===== config.mk =====
export PLATFORM = sky130hd
export DESIGN_NAME = rx_pkt_writer
export DESIGN_NICKNAME = d
export VERILOG_FILES = /design/src/rtl/rx_pkt_writer.sv
export SDC_FILE = /design/constraint.sdc
export NUM_CORES = 1
export LEC_CHECK = 0
export CAP_MARGIN = 0
export CORE_ASPECT_RATIO = 1.4
export CORE_MARGIN = 3
export CORE_UTILIZATION = 40
export DETAILED_ROUTE_END_ITERATION = 12
export PLACE_DENSITY = 0.82
export SYNTH_ARGS = -nofsm -noshare
export SYNTH_HDL_FRONTEND = slang
export SYNTH_SLANG_ARGS = --single-unit

===== constraint.sdc =====
create_clock -name clk -period 5 [get_ports clk]
set_clock_uncertainty 0.05 [all_clocks]
set_input_delay 1 -clock clk [delete_from_list [all_inputs] [get_ports clk]]
set_output_delay 1 -clock clk [all_outputs]
set_load 0.005 [all_outputs]

===== src/rtl/rx_pkt_writer.sv =====
// rx_pkt_writer: lands packets from switch egress port 0 into per-id receive slots in the rx buffer.
// Latency: one cycle per accepted word; IDLE and DONE each add one cycle per packet.
// Backpressure: flit_ready follows mem write acceptance (mem_stall) and slot_busy; dropped flits never stall.
// Optional build macro RX_PKT_WRITER_STATS_EN adds saturating stat_flits / stat_drops counters.

package rx_pkt_writer_pkg;
  localparam int PKT_ID_WIDTH     = 2;
  localparam int PKT_LENGTH_WIDTH = 8;

  typedef logic [PKT_ID_WIDTH-1:0] pkt_id_t;

  typedef struct packed {
    logic [1:0]  vc;
    pkt_id_t     id;
    logic        req;
    logic [31:0] payload;
  } flit_t;

  // Packet length in flits (header included) lives in the low byte of the header payload.
  function automatic logic [PKT_LENGTH_WIDTH-1:0] expected_num_flits(input logic [31:0] payload);
    return payload[PKT_LENGTH_WIDTH-1:0];
  endfunction
endpackage

module rx_pkt_writer
  import rx_pkt_writer_pkg::*;
#(
  parameter int          NUM_MSGS      = 4,
  parameter logic [31:0] RX_BASE_ADDR  = 32'h2000,
  parameter int          MAX_PKT_WORDS = 32
) (
  input  logic                        clk,
  input  logic                        n_rst,
  input  logic                        flit_valid,
  input  flit_t                       flit_in,
  output logic                        flit_ready,
  output logic                        credit_return,
  output logic                        mem_wen,
  output logic [31:0]                 mem_addr,
  output logic [31:0]                 mem_wdata,
  input  logic                        mem_stall,
  input  logic [NUM_MSGS-1:0]         slot_busy,
  output logic                        pkt_done,
  output pkt_id_t                     pkt_done_id,
  output logic [PKT_LENGTH_WIDTH-1:0] pkt_done_len,
  output logic                        pkt_err
`ifdef RX_PKT_WRITER_STATS_EN
  ,
  output logic [31:0]                 stat_flits,
  output logic [31:0]                 stat_drops
`endif
);

  typedef logic [PKT_LENGTH_WIDTH-1:0] len_t;
  typedef enum logic [2:0] {IDLE, HDR, BODY, DROP, DONE} state_t;

  localparam logic [31:0] SLOT_STRIDE = 32'(MAX_PKT_WORDS * 4);
  localparam logic [31:0] MAX_WORDS   = 32'(MAX_PKT_WORDS);

  state_t      state_q, state_d;
  pkt_id_t     id_q, id_d;
  len_t        len_q, len_d;
  len_t        cnt_q, cnt_d;   // word index within the slot, header = 0
  len_t        rem_q, rem_d;   // flits still to be swallowed while dropping
  logic        credit_q;

  len_t        hdr_len;
  logic        hdr_bad;
  logic        id_match;
  logic        in_busy;
  logic        id_valid;
  logic [31:0] slot_base;
  logic        unused_fields;

  // vc and req carry no meaning for a single-port receiver.
  assign unused_fields = ^{flit_in.vc, flit_in.req};

  assign hdr_len   = expected_num_flits(flit_in.payload);
  assign id_match  = (flit_in.id == id_q);
  assign slot_base = RX_BASE_ADDR + 32'(id_q) * SLOT_STRIDE;
  // An id with no slot behind it is treated like a malformed header and dropped.
  assign hdr_bad   = (hdr_len == '0) || (32'(hdr_len) > MAX_WORDS) || !id_valid;

  // Slot ownership of the incoming id, and whether the latched id names a real slot.
  always_comb begin
    in_busy  = 1'b0;
    id_valid = 1'b0;
    for (int i = 0; i < NUM_MSGS; i++) begin
      if (32'(flit_in.id) == i) in_busy = slot_busy[i];
      if (32'(id_q) == i)       id_valid = 1'b1;
    end
  end

  // Next-state and output decode; flit_ready is the write accept itself for data words.
  always_comb begin
    state_d      = state_q;
    id_d         = id_q;
    len_d        = len_q;
    cnt_d        = cnt_q;
    rem_d        = rem_q;
    flit_ready   = 1'b0;
    mem_wen      = 1'b0;
    mem_addr     = '0;
    mem_wdata    = '0;
    pkt_done     = 1'b0;
    pkt_done_id  = '0;
    pkt_done_len = '0;
    pkt_err      = 1'b0;

    case (state_q)
      IDLE: begin
        cnt_d = '0;
        if (flit_valid) begin
          id_d = flit_in.id;
          if (!in_busy) state_d = HDR;
        end
      end

      HDR: begin
        if (flit_valid) begin
          len_d = hdr_len;
          if (hdr_bad) begin
            // Swallow the header without touching memory; the rest of the packet follows in DROP.
            flit_ready = 1'b1;
            pkt_err    = 1'b1;
            if (hdr_len <= len_t'(1)) begin
              state_d = IDLE;
            end else begin
              rem_d   = hdr_len - len_t'(1);
              state_d = DROP;
            end
          end else begin
            mem_wen    = 1'b1;
            mem_addr   = slot_base;
            mem_wdata  = flit_in.payload;
            flit_ready = !mem_stall;
            if (!mem_stall) begin
              cnt_d   = len_t'(1);
              state_d = (hdr_len == len_t'(1)) ? DONE : BODY;
            end
          end
        end
      end

      BODY: begin
        if (flit_valid) begin
          if (!id_match) begin
            // A foreign flit counts as one of this packet's remaining flits.
            flit_ready = 1'b1;
            pkt_err    = 1'b1;
            rem_d      = len_q - cnt_q - len_t'(1);
            state_d    = DROP;
          end else begin
            mem_wen    = 1'b1;
            mem_addr   = slot_base + (32'(cnt_q) << 2);
            mem_wdata  = flit_in.payload;
            flit_ready = !mem_stall;
            if (!mem_stall) begin
              cnt_d = cnt_q + len_t'(1);
              if (cnt_q == len_q - len_t'(1)) state_d = DONE;
            end
          end
        end
      end

      DROP: begin
        if (rem_q == '0) begin
          state_d = IDLE;
        end else if (flit_valid) begin
          flit_ready = 1'b1;
          pkt_err    = !id_match;
          rem_d      = rem_q - len_t'(1);
          if (rem_q == len_t'(1)) state_d = IDLE;
        end
      end

      DONE: begin
        pkt_done     = 1'b1;
        pkt_done_id  = id_q;
        pkt_done_len = len_q;
        cnt_d        = '0;
        state_d      = IDLE;
      end

      default: state_d = IDLE;
    endcase
  end

  // State and packet context registers; reset abandons any packet in flight.
  always_ff @(posedge clk or negedge n_rst) begin
    if (!n_rst) begin
      state_q <= IDLE;
      id_q    <= '0;
      len_q   <= '0;
      cnt_q   <= '0;
      rem_q   <= '0;
    end else begin
      state_q <= state_d;
      id_q    <= id_d;
      len_q   <= len_d;
      cnt_q   <= cnt_d;
      rem_q   <= rem_d;
    end
  end

  // One credit back to the switch the cycle after every consumed flit, dropped ones included.
  always_ff @(posedge clk or negedge n_rst) begin
    if (!n_rst) credit_q <= 1'b0;
    else        credit_q <= flit_ready;
  end

  assign credit_return = credit_q;

`ifdef RX_PKT_WRITER_STATS_EN
  logic [31:0] flits_q;
  logic [31:0] drops_q;

  // Saturating counters of consumed flits and pkt_err pulses.
  always_ff @(posedge clk or negedge n_rst) begin
    if (!n_rst) begin
      flits_q <= '0;
      drops_q <= '0;
    end else begin
      if (flit_ready && (flits_q != 32'hFFFF_FFFF)) flits_q <= flits_q + 32'd1;
      if (pkt_err && (drops_q != 32'hFFFF_FFFF))    drops_q <= drops_q + 32'd1;
    end
  end

  assign stat_flits = flits_q;
  assign stat_drops = drops_q;
`endif

endmodule


Word level (Yosys, flattened, before mapping)
Index checks and enable logic that the tools add are counted.
{ "totals": {"ff_bits": 30, "output_inout_bits": 79, "elab_cells": 136} }
{ "classes": {"n_reduce_logical": 18, "n_addsub": 8, "order_cmp": 2, "mux": 70, "n_eq_ne": 32} }
{ "ops": {"columns": ["operator", "count"], "rows": [
  ["32-bit 2-to-1 mux", 4],
  ["8-bit 2-to-1 mux", 14],
  ["32-bit one-hot mux with 2 select lines", 1],
  ["8-bit one-hot mux with 3 select lines", 2],
  ["3-bit 2-to-1 mux", 13],
  ["16-bit 2-to-1 mux", 2],
  ["16-bit one-hot mux with 2 select lines", 1],
  ["8-bit by 1-bit subtractor with 8-bit output (second input constant)", 4],
  ["15-bit 2-to-1 mux", 2],
  ["2-bit != test (second input constant)", 13],
  ["1-bit 2-to-1 mux", 25],
  ["15-bit by 10-bit adder with 16-bit output", 1],
  ["8-bit by 1-bit == test with 1-bit output (second input constant)", 2],
  ["8-bit logical NOT", 2],
  ["14-bit by 9-bit adder with 15-bit output (first input constant)", 1],
  ["3-bit != test (second input constant)", 5],
  ["3-bit one-hot mux with 4 select lines", 1],
  ["9-bit AND reduction", 1],
  ["8-bit by 1-bit adder with 8-bit output (second input constant)", 1],
  ["2-bit == test (second input constant)", 4],
  ["8-bit == test", 1],
  ["8-bit by 6-bit > comparator with 1-bit output (second input constant)", 1],
  ["8-bit by 1-bit <= comparator with 1-bit output (second input constant)", 1],
  ["8-bit AND reduction", 1],
  ["17 further kinds", 27]
]} }

Logic depth before layout (Yosys ltp)
{ "depth": {"ltp_word": 10, "mapped_depth": 11} }

Least setup slack after synthesis
No wires, ideal clock.
{ "synth_timing": {"path_type": "input to output", "from": "in flit_in[1] (netlist bit)", "to": "out mem_wdata[10]", "path_stages": 7, "required_time_ns": 3.950, "n_path_buf": 1, "slack_ns": 1.521, "arrival_time_ns": 2.429, "cell_sequence": "inv_1 -> ha_1 -> nor4b_4 -> mux2i_2 -> o21ai_2 -> clkbuf_1 -> and3_1"} }
{ "synth_via": {"elab_chain_len": 6} }
{ "synth_rtl": {"columns": ["element", "line_no", "source"], "rows": [
  ["start, declared", "35", "input flit_t flit_in,"],
  ["8-bit by 6-bit > comparator with 1-bit output or 8-bit logical NOT (tied branches)", "82", "assign hdr_bad = (hdr_len == '0) || (32'(hdr_len) > MAX_WORDS) || !id_valid;"],
  ["1-bit logical OR * (2 in a row)", "82", null],
  ["32-bit 2-to-1 mux *", "122", "if (hdr_bad) begin"],
  ["32-bit 2-to-1 mux *", "120", "if (flit_valid) begin"],
  ["32-bit one-hot mux with 2 select lines *", "110", "case (state_q)"],
  ["end, declared", "40", "output logic [31:0] mem_wdata,"]
]} }
Mark *: on every way between the ends. The rest lies on a longest branch, timed or not.

Final worst setup path
{ "layout_timing": {"from": "in flit_in[1] (netlist bit)", "to": "out mem_wdata[14]"} }
The elaborated chain is that of the path after synthesis.

==> qor.csv <==
stage;metric;value;unit
run_status;run status;complete, no violations;
logic_synthesis;Synth area leader;dfrtp_1;
critical_path;Worst EP required;3950;ps
clock_tree;Num CTS Buffers;5;
logic_synthesis;Post-synth EDFFs;0;
grt;first-pass GRT wire length;15.2;mm
logic_synthesis;register area share after synthesis;0.245;
layout;cell area after layout;4210;µm²
layout;Filler cells;689;
logic_synthesis;number of synthesized register bits;30;
clock_tree;CTS max path bufs;2;
grt;initial antenna violation count;0;
power_and_ir_drop;Total Power;0.00179;W
logic_synthesis;top cells by count, synth;and3_1 (45), nor2_1 (37), dfrtp_1 (30);
routing;Residual DRC;0;
sta;Worst-Margin Slew;755;ps
sta;RSZ-0062 raised after global routing;false;
placed_design;port buffer count;98;
floorplanning;die height;110;µm
layout;Synth-to-Final Area Change;37.1;%
floorplanning;chip width;80.0;µm
floorplanning;die footprint;8770;µm²
sta;max-slew violation count;0;
routing;Initial DRC Count;192;
placed_design;RePlAce Congestion;0.928;
critical_path;CP top delay family;buffers and inverters;
critical_path;flop-to-flop setup slack;1900;ps
placed_design;Post-DP HPWL;7.47;mm
logic_synthesis;ys flop type;dfrtp_1;
worst_hold_path;Tightest Hold Check Type;reg2reg;
routing;vias;3240;
sta;Relative slew margins;0.494;
floorplanning;Initial Util;0.414;
logic_synthesis;Synth top area share;0.245;
power_and_ir_drop;maximum vdd drop;0.172;mV
routing;drt first pass iters;5;
grt;gr ovfl total;0;
routing;Routed wire per std cell;16.4;µm
sta;Final min period;4510;ps
floorplanning;# rows;37;
power_and_ir_drop;share of power burned in the clock network;0.121;
grt;total global-route track usage;0.219;
power_and_ir_drop;Switching Share;0.469;
sta;Peak Freq;222;MHz
power_and_ir_drop;Psw;0.000838;W
routing;Detail Route Antenna Nets;0;
sta;Hold WS;486;ps
sta;final hold vios;0;
logic_synthesis;Synth Cell Area;3070;µm²
logic_synthesis;Synth Warn #;0;
routing;vias per cell;5.58;
layout;Layout Nets;545;
sta;Tcrit/Tclk final;0.901;
critical_path;Setup CP Type;in2out;
logic_synthesis;top post-synthesis cells by area;dfrtp_1 (24%), and3_1 (9.2%), ha_1 (6.1%);
logic_synthesis;distinct cell type count after synthesis;57;
power_and_ir_drop;Comb power frac;0.606;
sta;Setup-failing EPs final;0;
clock_tree;TritonCTS clock tree;built;
critical_path;crit-path cells;clkdlybuf4s50_1, inv_1, ha_1, nor4b_4, mux2i_2, o21ai_4, and3_1, clkdlybuf4s50_1;
critical_path;CP max FO;35;
grt;largest net degree at the start of global routing;41;
power_and_ir_drop;register share of total power;0.272;
critical_path;WP buf/inv;3;
critical_path;Critical Path End Type;output port;
clock_tree;Root Buffer;clkbuf_8;
layout;number of antenna diodes;0;
logic_synthesis;most frequent cell after synthesis;and3_1;
floorplanning;I/O pins;124;
critical_path;Worst EP arrival;3460;ps
logic_synthesis;Mean Syn Cell Area;7.97;µm²
layout;sequential standard cell area;751;µm²
grt;vias in the first global route;3210;
logic_synthesis;Post-synth ARST share;1.00;
layout;layout cell share with drive strength beyond 1;0.0785;
power_and_ir_drop;internal power;0.000949;W
logic_synthesis;Mapped Cells;385;
run;Max Cap Violations;0;
layout;multi-input logic area;2080;µm²
routing;Routed WL;9.53;mm
clock_tree;Clock Sink Count;30;
critical_path;crit-path max cell delay;540;ps
critical_path;crit start category;primary input;
critical_path;slowest stage cell, crit path;o21ai_4;
sta;setup_tns;0;ps
power_and_ir_drop;Power Density;425;nW/µm²
critical_path;CP dominant cell by count;clkdlybuf4s50_1;
clock_tree;CTS HTree Levels;2;
clock_tree;clock transition at the registers of the reported paths;70;ps
floorplanning;core box area;7410;µm²
power_and_ir_drop;leak pwr;1.87;nW
clock_tree;worst-skew pair later-pin latency;290;ps
placed_design;DP Area;4100;µm²
[kinds of logic (layout without fill, tap and decap cells)]
group	after synthesis	after routing	synth area share
DFF	30	30	0.245
AOI/OAI and AO/OA	77	77	0.168
xor gates and xnor gates	26	26	0.0742
other	1	22	0.00122
adders and majority gates	17	17	0.0742
and+or+nand+nor	159	159	0.279
muxes	14	14	0.0542
buffers and inverters	61	139	0.104
[routing by layer]
| metal | global-route usage | share of wire |
|---|---|---|
| met1 | 0.254 | 0.40 |
| met3 | 0.0393 | 0.079 |
| met5 | 0 | 0 |
| met4 | 0.0918 | 0.027 |
| met2 | 0.391 | 0.50 |
[state kept, by name, summed over array words and instances (netlist names)]
signal	cells
id_q	2
cnt_q	8
len_q	8
credit_return	1
state_q	3
rem_q	8
[through the flow]
stage	cells	utilization	setup slack (ps)
global route	581	0.568	271
floorplan	406	-	1520
finish	581	0.568	493
global placement	573	0.554	215
detailed placement	573	0.554	187
CTS	581	0.567	185
[layout make-up]
| type | count | area share |
|---|---|---|
| Multi-Input combinational cell | 315 | 0.496 |
| Timing Repair Buffer | 111 | 0.256 |
| Sequential cell | 30 | 0.179 |
| Clock inverter | 2 | 0.00298 |
| Tap cell | 97 | 0.0289 |
| Clock buffer | 6 | 0.0196 |
| Inverter | 20 | 0.0179 |
[power by group through the flow]
stage | Combinational [W] | Sequential, W | Clock [W]
after detailed placement | 0.00106 | 0.000487 | 0
after floorplan | 0.000805 | 0.000427 | 0
after CTS | 0.00107 | 0.000484 | 0.000217
after global routing | 0.00121 | 0.000503 | 0.000225
after global placement | 0.00103 | 0.000481 | 0
final | 0.00108 | 0.000487 | 0.000217
[worst paths after layout]
| kind | depth (start not counted) | startpoint | endpoint |
|---|---|---|---|
| max | 8 | flit_in[1] | mem_wdata[14] |
| min | 1 | rem_q[3]$_DFFE_PN0P_ | rem_q[3]$_DFFE_PN0P_ |
| max reg2reg | 7 | state_q[2]$_DFFE_PN0P_ | rem_q[3]$_DFFE_PN0P_ |
| min reg2reg | 1 | rem_q[3]$_DFFE_PN0P_ | rem_q[3]$_DFFE_PN0P_ |
| max in group asynchronous | 2 | n_rst | rem_q[4]$_DFFE_PN0P_ |
| min in group asynchronous | 2 | n_rst | id_q[1]$_DFFE_PN0P_ |
[timing repair]
action | 4_1_cts | 5_1_grt
setup endpoints to repair | 0 | 12
buffers inserted | 0 | 0
gates resized for setup | 0 | 1
hold buffers | 0 | 0
[layout by cell type (no fill, tap or decap), types with 8 or more instances in the layout]
cell type,Yosys,final
clkdlybuf4s50_1,0,98
and3_1,45,45
nor2_1,37,37
dfrtp_1,30,30
nand2_1,26,26
o21ai_0,23,23
conb_1,1,22
inv_1,19,19
xnor2_1,17,17
ha_1,15,15
a21oi_1,13,13
buf_4,23,13
nand3_1,11,11
nor3_1,10,10
xor2_1,9,9
mux2_2,8,8
Note: power is estimated with default switching activity, not from simulation.
